**src/rtl/fpu_issue_arbiter.sv**
```systemverilog
`default_nettype none
// ============================================================================
// Module      : fpu_issue_arbiter
// Description : Shares one fixed-latency half-precision FPU between the scalar
//               core and the vector element sequencer. Round-robin arbitration
//               with vector burst locking, FPU issue mux, in-flight tag
//               pipeline for response routing, and per-requester sticky
//               fflags accumulators.
// Revision    : 1.0 - initial release
// ============================================================================
module fpu_issue_arbiter #(
    parameter int STD = 15,
    parameter int LAT = 2
) (
    input  logic              clk,
    input  logic              rst,

    // Scalar requester
    input  logic              s_req_valid,
    output logic              s_req_ready,
    input  logic [STD:0]      s_opa,
    input  logic [STD:0]      s_opb,
    input  logic [STD:0]      s_opc,
    input  logic [31:0]       s_int,
    input  logic [2:0]        s_frm,
    input  logic [23:0]       s_sfpu_op,

    // Vector requester
    input  logic              v_req_valid,
    output logic              v_req_ready,
    input  logic              v_last,
    input  logic [STD:0]      v_opa,
    input  logic [STD:0]      v_opb,
    input  logic [STD:0]      v_opc,
    input  logic [31:0]       v_int,
    input  logic [2:0]        v_frm,
    input  logic [27:0]       v_vfpu_op,

    // FPU issue side
    output logic [STD:0]      fpu_opa_w,
    output logic [STD:0]      fpu_opb_w,
    output logic [STD:0]      fpu_opc_w,
    output logic [31:0]       fpu_int_w,
    output logic [2:0]        fpu_frm_w,
    output logic [23:0]       fpu_sfpu_op_w,
    output logic [27:0]       fpu_vfpu_op_w,
    output logic [2:0]        fpu_sel_w,

    // FPU result side
    input  logic [STD:0]      fpu_resultant,
    input  logic [31:0]       fpu_result_rd,
    input  logic [4:0]        fpu_s_flags,

    // Scalar response
    output logic              s_rsp_valid,
    output logic [STD:0]      s_rsp_result,
    output logic [31:0]       s_rsp_rd,
    output logic [4:0]        s_rsp_flags,

    // Vector response
    output logic              v_rsp_valid,
    output logic [STD:0]      v_rsp_result,
    output logic [31:0]       v_rsp_rd,
    output logic [4:0]        v_rsp_flags,

    // Sticky flags
    output logic [4:0]        s_fflags,
    input  logic              s_fflags_clr,
    output logic [4:0]        v_fflags,
    input  logic              v_fflags_clr,

    output logic              busy
);

    // Owner encoding shared by the priority pointer and the tag pipeline
    localparam logic c_owner_scalar = 1'b0;
    localparam logic c_owner_vector = 1'b1;

    // ------------------------------------------------------------------------
    // Arbitration state
    // ------------------------------------------------------------------------
    logic r_prio;   // requester that wins the next contended cycle
    logic r_lock;   // vector burst in progress, scalar locked out

    logic w_grant_s;
    logic w_grant_v;
    logic w_issue_valid;
    logic w_issue_owner;

    // Pick at most one winner: lock forces vector, otherwise round-robin on contention
    always_comb begin
        w_grant_s = s_req_valid && !r_lock &&
                    (!v_req_valid || (r_prio == c_owner_scalar));
        w_grant_v = v_req_valid &&
                    (r_lock || !s_req_valid || (r_prio == c_owner_vector));
    end

    assign s_req_ready   = w_grant_s;
    assign v_req_ready   = w_grant_v;
    assign w_issue_valid = w_grant_s || w_grant_v;
    assign w_issue_owner = w_grant_v ? c_owner_vector : c_owner_scalar;

    // Advance round-robin pointer and burst lock on each accepted request.
    // Mid-burst vector beats leave the pointer alone; the closing beat hands
    // priority back to the scalar side.
    always_ff @(posedge clk or posedge rst) begin
        if (rst) begin
            r_prio <= c_owner_scalar;
            r_lock <= 1'b0;
        end else if (w_grant_s) begin
            r_prio <= c_owner_vector;
        end else if (w_grant_v) begin
            r_lock <= !v_last;
            if (v_last) begin
                r_prio <= c_owner_scalar;
            end
        end
    end

    // ------------------------------------------------------------------------
    // Issue mux: winner's payload to the FPU, zeros when idle so the FPU
    // computes a harmless zero result.
    // ------------------------------------------------------------------------
    // Steer the granted payload onto the FPU input wires
    always_comb begin
        fpu_opa_w     = '0;
        fpu_opb_w     = '0;
        fpu_opc_w     = '0;
        fpu_int_w     = '0;
        fpu_frm_w     = '0;
        fpu_sfpu_op_w = '0;
        fpu_vfpu_op_w = '0;
        if (w_grant_s) begin
            fpu_opa_w     = s_opa;
            fpu_opb_w     = s_opb;
            fpu_opc_w     = s_opc;
            fpu_int_w     = s_int;
            fpu_frm_w     = s_frm;
            fpu_sfpu_op_w = s_sfpu_op;
        end else if (w_grant_v) begin
            fpu_opa_w     = v_opa;
            fpu_opb_w     = v_opb;
            fpu_opc_w     = v_opc;
            fpu_int_w     = v_int;
            fpu_frm_w     = v_frm;
            fpu_vfpu_op_w = v_vfpu_op;
        end
    end

    assign fpu_sel_w = 3'd0;

    // ------------------------------------------------------------------------
    // Tag pipeline: mirrors the FPU latency so the tail entry lines up with
    // the result the FPU presents for that op.
    // ------------------------------------------------------------------------
    logic [LAT-1:0] r_tag_valid;
    logic [LAT-1:0] r_tag_owner;

    generate
        if (LAT == 1) begin : g_tag_single
            // Single-stage latency: the grant lands directly in the tail
            always_ff @(posedge clk or posedge rst) begin
                if (rst) begin
                    r_tag_valid <= '0;
                    r_tag_owner <= '0;
                end else begin
                    r_tag_valid <= w_issue_valid;
                    r_tag_owner <= w_issue_owner;
                end
            end
        end else begin : g_tag_shift
            // Shift grants toward the tail one stage per cycle
            always_ff @(posedge clk or posedge rst) begin
                if (rst) begin
                    r_tag_valid <= '0;
                    r_tag_owner <= '0;
                end else begin
                    r_tag_valid <= {r_tag_valid[LAT-2:0], w_issue_valid};
                    r_tag_owner <= {r_tag_owner[LAT-2:0], w_issue_owner};
                end
            end
        end
    endgenerate

    logic w_tail_valid;
    logic w_tail_owner;

    assign w_tail_valid = r_tag_valid[LAT-1];
    assign w_tail_owner = r_tag_owner[LAT-1];
    assign busy         = |r_tag_valid;

    // ------------------------------------------------------------------------
    // Response routing: the tail owner gets the FPU outputs, the other side
    // sees zeros.
    // ------------------------------------------------------------------------
    // Route the retiring result to the requester that issued it
    always_comb begin
        s_rsp_valid  = w_tail_valid && (w_tail_owner == c_owner_scalar);
        v_rsp_valid  = w_tail_valid && (w_tail_owner == c_owner_vector);
        s_rsp_result = s_rsp_valid ? fpu_resultant : '0;
        s_rsp_rd     = s_rsp_valid ? fpu_result_rd : '0;
        s_rsp_flags  = s_rsp_valid ? fpu_s_flags   : '0;
        v_rsp_result = v_rsp_valid ? fpu_resultant : '0;
        v_rsp_rd     = v_rsp_valid ? fpu_result_rd : '0;
        v_rsp_flags  = v_rsp_valid ? fpu_s_flags   : '0;
    end

    // ------------------------------------------------------------------------
    // Sticky flag accumulators. A clear coinciding with a response drops the
    // old contents but keeps the new flags so no exception is lost.
    // ------------------------------------------------------------------------
    logic [4:0] r_s_fflags;
    logic [4:0] r_v_fflags;

    // Accumulate scalar flags, honouring clear
    always_ff @(posedge clk or posedge rst) begin
        if (rst) begin
            r_s_fflags <= '0;
        end else if (s_rsp_valid) begin
            r_s_fflags <= (s_fflags_clr ? 5'd0 : r_s_fflags) | s_rsp_flags;
        end else if (s_fflags_clr) begin
            r_s_fflags <= '0;
        end
    end

    // Accumulate vector flags, honouring clear
    always_ff @(posedge clk or posedge rst) begin
        if (rst) begin
            r_v_fflags <= '0;
        end else if (v_rsp_valid) begin
            r_v_fflags <= (v_fflags_clr ? 5'd0 : r_v_fflags) | v_rsp_flags;
        end else if (v_fflags_clr) begin
            r_v_fflags <= '0;
        end
    end

    assign s_fflags = r_s_fflags;
    assign v_fflags = r_v_fflags;

endmodule
`default_nettype wire

```
**config.mk**
```make
export PLATFORM = sky130hd
export DESIGN_NAME = fpu_issue_arbiter
export DESIGN_NICKNAME = d
export VERILOG_FILES = /design/src/rtl/fpu_issue_arbiter.sv
export SDC_FILE = /design/constraint.sdc
export NUM_CORES = 1
export LEC_CHECK = 0
export BUFFER_PORTS_ARGS = -buffer_cell sky130_fd_sc_hd__clkbuf_2
export CAP_MARGIN = 30
export CELL_PAD_IN_SITES_DETAIL_PLACEMENT = 0
export CELL_PAD_IN_SITES_GLOBAL_PLACEMENT = 1
export CORE_AREA = 2 2 206 208
export CTS_BUF_LIST = sky130_fd_sc_hd__clkbuf_16
export DETAILED_ROUTE_END_ITERATION = 6
export DIE_AREA = 0 0 208 210
export PLACE_DENSITY_LB_ADDON = 0.1
export SLEW_MARGIN = 15
export SYNTH_ARGS = -nofsm -noshare
export SYNTH_HDL_FRONTEND = slang
export SYNTH_SLANG_ARGS = --single-unit
export TNS_END_PERCENT = 5
```
**constraint.sdc**
```tcl
create_clock -name clk -period 1.6 [get_ports clk]
set_clock_uncertainty 0.15 [all_clocks]
set_input_delay 0.4 -clock clk [delete_from_list [all_inputs] [get_ports clk]]
set_output_delay 0.4 -clock clk [all_outputs]
set_load 0.05 [all_outputs]
```
### Word level (Yosys, flattened, before mapping)

Cells that the tools add are included.

| word-level totals | value |
|---|---|
| flip-flop bits (word level) | 16 |
| output and inout bits | 259 |
| input bits | 278 |
| word-level logic and storage cells | 56 |

| operators by class | value |
|---|---|
| bitwise gates (word level) | 5 |
| reduce and logical (&&, ||, !) cells | 18 |
| muxes and demuxes | 27 |

Operator list:

| operator | number |
|---|---|
| 16-bit 2-to-1 mux | 8 |
| 32-bit 2-to-1 mux | 4 |
| 28-bit 2-to-1 mux | 2 |
| 5-bit 2-to-1 mux | 6 |
| 24-bit 2-to-1 mux | 1 |
| 5-bit OR | 2 |
| 3-bit 2-to-1 mux | 2 |
| 1-bit logical AND | 5 |
| 1-bit zero test | 4 |
| 1-bit logical OR | 4 |
| 1-bit 2-to-1 mux | 4 |
| 2-bit AND reduction | 2 |
| 2-bit nonzero test | 2 |
| 1-bit NOT | 3 |
| 2-bit OR reduction | 1 |

### Logic depth before layout (Yosys ltp)

| depth | value |
|---|---|
| depth in word-level cells | 6 |
| depth in mapped cells | 6 |
| depth with buffers taken out | 3 |

### Worst setup path after synthesis

Ideal clock, no wire load.

| timing path | value |
|---|---|
| path kind | register to output |
| start | register r_tag_owner[1] |
| end | output s_rsp_rd[22] |
| slack | -0.780 ns |
| buffers on the path | 3 |
| data required time | 1.050 ns |
| arrival | 1.830 ns |
| cell stages (with the launch flop) | 6 |
| path through | dfrtp_1 -> buf_2 -> nor2b_1 -> buf_2 -> clkbuf_1 -> and2_1 |

| between the ends | value |
|---|---|
| longest elaborated chain between the ends | 3 |

RTL lines:

| item | RTL line | text |
|---|---|---|
| start: declaration | 157 | `logic [LAT-1:0] r_tag_owner;` |
| start signal: assignment | 179 | `r_tag_owner <= {r_tag_owner[LAT-2:0], w_issue_owner};` |
| 1-bit NOT | 198 | `s_rsp_valid = w_tail_valid && (w_tail_owner == c_owner_scalar);` |
| 1-bit logical AND | 198 |  |
| via s_rsp_valid | 55 | `output logic s_rsp_valid,` |
| 32-bit 2-to-1 mux | 201 | `s_rsp_rd = s_rsp_valid ? fpu_result_rd : '0;` |
| end: declaration | 57 | `output logic [31:0] s_rsp_rd,` |

The timed path passes the listed nets, and every way through them passes these cells.

### Worst setup path after layout

| timing path | value |
|---|---|
| start | register r_lock |
| end | output fpu_int_w[30] |

| between the ends | value |
|---|---|
| longest elaborated chain between the ends | 5 |
| elaborated cells on any way between the ends | 8 |
| classes of those cells | mux (2); reduce/logical (6) |

RTL lines:

| item | RTL line | text |
|---|---|---|
| start: declaration | 83 | `logic r_lock;` |
| start signal: assignment | 113 | `r_lock <= !v_last;` |
| 1-bit logical OR (2 in a row) | 95 | `(r_lock \|\| !s_req_valid \|\| (r_prio == c_owner_vector));` |
| 1-bit logical AND | 94 | `w_grant_v = v_req_valid &&` |
| 32-bit 2-to-1 mux | 140 | `end else if (w_grant_v) begin` |
| 32-bit 2-to-1 mux (*) | 133 | `if (w_grant_s) begin` |
| end: declaration | 43 | `output logic [31:0] fpu_int_w,` |

Every way passes the cells marked *; elsewhere a longest branch is shown, timed or not.

==> qor.txt <==
RUN STATUS
----------------------------------------------------------------------------------
Outcome                                                               complete, but fails checks
Failing checks                                                        negative hold slack, negative setup slack

SETUP PATH
----------------------------------------------------------------------------------
Crit-path most repeated cell                                                buf_12
Top delay family on crit path                                         buffers and inverters
Largest fanout of any net on the critical path                                  20
Type of the worst setup path                                            reg -> out
Crit. End Element                                                      output port
CP Launch Type                                                                flop
Critical Path Max Stage Delay                                               430 ps
Cell-by-cell trace of the critical path                               nor3b_4 -> nor2b_4 -> buf_12 -> buf_12 -> a22o_4 -> clkbuf_8
Critical path arrival                                                      1740 ps
Buffering stage count on the worst path with inverters included                  3
Slowest library cell on the worst path                                     dfrtp_2
Data required time at the worst endpoint                                   1050 ps

CLOCKING
----------------------------------------------------------------------------------
H-Tree Level Count                                                               1
CTS tree                                                                      done
Maximum clock path buffer count                                                  2
Source-to-sink clock delay at the later pin of the worst-skew pair          240 ps
Library cell used as clock root buffer                                   clkbuf_16
Number of buffers created by CTS                                                 3
CTS clock-pin slew for the worst setup and hold paths                        50 ps
TritonCTS Sinks                                                                 16
Cts-stage hold buffer count                                                      0

LOGIC SYNTHESIS
----------------------------------------------------------------------------------
Most used flip-flop cell after synthesis                                   dfrtp_1
Post-synthesis instance area                                              2570 um2
Warnings, synthesis                                                              0
Unique masters post-synth                                                       22
Mean cell area of the mapped netlist                                      7.84 um2
Number of synthesized flops with an enable pin                                   0
Sequential share of the synthesized area                                     0.156
Synthesized netlist cell count                                                 328
Async S/R FF share, synth                                                     1.00
Number of flip-flops and latches in the synthesized netlist                     16

GRT
----------------------------------------------------------------------------------
Largest net degree at the start of global routing                               52
GRT Residual Overflow                                                            0
Total track usage                                                            0.114
Number of antenna violations at the first check in global routing                2
First-pass GRT wire length                                                37000 um
Vias in the first global route                                                5278

FLOORPLANNING
----------------------------------------------------------------------------------
Chip Width                                                                  208 um
Placeable core area                                                      41500 um2
Chip Height                                                                 210 um
Cell row count                                                                  75
Top-level I/O count                                                            537
Area enclosed by the die boundary                                        43700 um2
Starting utilization of the core area                                       0.0620

ROUTE
----------------------------------------------------------------------------------
Post-route DRC violation count                                                   0
Number of nets with antenna violations after routing                             0
DR iter-0 viols                                                                136
Mean number of vias per cell                                                  3.38
Avg WL per Cell                                                            18.6 um
Final wirelength                                                          26200 um
Number of iterations in the first detailed-routing pass                          4
Total vias in the final route                                                 4771

LAYOUT
----------------------------------------------------------------------------------
Finished layout cell area                                                10500 um2
Most common cell after layout, fill and taps aside                        clkbuf_2
Share of final-layout standard cells stronger than drive strength 1          0.900
Final nets                                                                    1152
Leading cell types in the layout, fill and taps excluded              clkbuf_2, buf_12, a22o_4, clkbuf_8, and2_2
Antenna cells                                                                    0
Relative area change from synthesis to final layout                           308%

POWER AND IR DROP
----------------------------------------------------------------------------------
Pwr/cell area                                                           729 nW/um2
Total leakage power                                                        5.33 nW
Clock power frac                                                             0.065
Switching power as a share of total power                                    0.489
Internal power summed over all cells                                     0.00390 W
Share of power burned in registers                                           0.065
IR Drop Worst-Case VDD                                                      361 uV
Switching power                                                          0.00373 W
Share of total power in combinational logic                                  0.869

MIN PATH
----------------------------------------------------------------------------------
Worst hold path type                                                   in -> async

TIMING
----------------------------------------------------------------------------------
RSZ-0062 raised after global routing                                          true
Final hold slack                                                          -6.23 ps
Final Max Tran Viols                                                             0
Aggregate negative setup slack                                          -124040 ps
Max frequency                                                              436 MHz
Final clock period utilization by the worst path                              1.43
Count of final hold-check violations                                             6
Clock period minus final worst setup slack                                 2290 ps
Final setup violation count                                                    246
Worst Setup Slack, final                                                   -693 ps

PLACE
----------------------------------------------------------------------------------
HPWL after detailed placement                                             23200 um
Quantity of I/O buffers inserted on ports                                      533
Post-placement cell area                                                  9570 um2
Final Wtd Congestion                                                         0.727

RUN
----------------------------------------------------------------------------------
# Max-Cap Violations                                                             0

[cell usage after synthesis (2+ instances only)]
master    count  area (um2)
clkbuf_1     23        86.3
a22o_1       83         727
a21oi_1       2        10.0
and2_1      106         663
nand2b_1      2        12.5
buf_4         4        30.0
dfrtp_1      16         400
a21o_1       11        82.6
inv_1         3        11.3
and3_1       53         332
buf_6         9         101
buf_2         6        30.0
[what timing repair did]
item,4_1_cts,5_1_grt
gates cloned,0,1
buffers inserted,0,2
pin swaps,13,3
endpoints found under the setup margin,246,246
resized for setup,176,17
[metal layers]
metal	track usage	vias up	share of wire
met3	0.0590	4	0.13
li1	-	2270	-
met2	0.219	303	0.54
met5	0	-	0.00050
met4	0.0103	2	0.0031
met1	0.111	2192	0.33
[kinds of logic (layout without fill, tap and decap cells)]
kind of cell | count (synthesis) | in the layout | synth area share
and+or+nand+nor | 167 | 167 | 0.412
DFF | 16 | 16 | 0.156
other | 1 | 3 | 0.00146
AOI/OAI and AO/OA | 97 | 97 | 0.325
buffers and inverters | 47 | 590 | 0.106
[power by group through the flow]
stage                     Sequential [W]  Clock (W)  Combinational [W]
after global placement          0.000497          0            0.00638
after detailed placement        0.000499          0            0.00634
after floorplan                 0.000605          0            0.00341
final                           0.000500   0.000500            0.00664
after CTS                       0.000495   0.000519            0.00668
after global routing            0.000508   0.000541            0.00692
[path summary, 6_finish.rpt]
check                                from        endpoint  slack, ps  depth (start not counted)
setup / recovery                   r_lock   fpu_int_w[30]       -690                          6
hold / removal                        rst     s_fflags[0]         -6                          3
setup reg to reg           r_tag_valid[1]     s_fflags[3]        100                          5
hold reg to reg            r_tag_owner[0]  r_tag_owner[1]        200                          0
max in group asynchronous             rst          r_lock       1090                          3
min in group clk                   v_last          r_lock        200                          2
[sequential cells by signal, indices dropped and copies added, names as in the netlist]
name	cells
r_prio	1
s_fflags	5
r_tag_valid	2
r_tag_owner	2
v_fflags	5
r_lock	1
[cell type report]
class                      instances  area [um2]
tap                              539         674
clock buffer                       3        75.1
sequential                        16         403
clock inverter                     1        3.75
timing repair buffer             583        6460
inverter                           3        11.3
fill                            4440       31000
multi-input combinational        267        2850
[metrics by stage]
stage / setup WS [ps] / std cells / util / hold WS (ps) / power (W)
6_report: -693 / 1412 / 0.253 / -6.23 / 0.00764
5_1_grt: -774 / 1412 / 0.253 / 35.8 / 0.00797
3_5_place_dp: -588 / 1406 / 0.231 / 196 / 0.00684
3_3_place_gp: -599 / 1406 / 0.231 / 187 / 0.00688
2_1_floorplan: -244 / 330 / - / 164 / 0.00402
4_1_cts: -729 / 1410 / 0.251 / 3.67 / 0.00770
[worst reg2reg max path: stages, from the launching register on]
cell	delay [ps]
dfrtp_1	410
nor2b_4	150
buf_12	170
and2_2	250
buf_4	130
a21o_1	150
(Power assumes the default switching activity.)
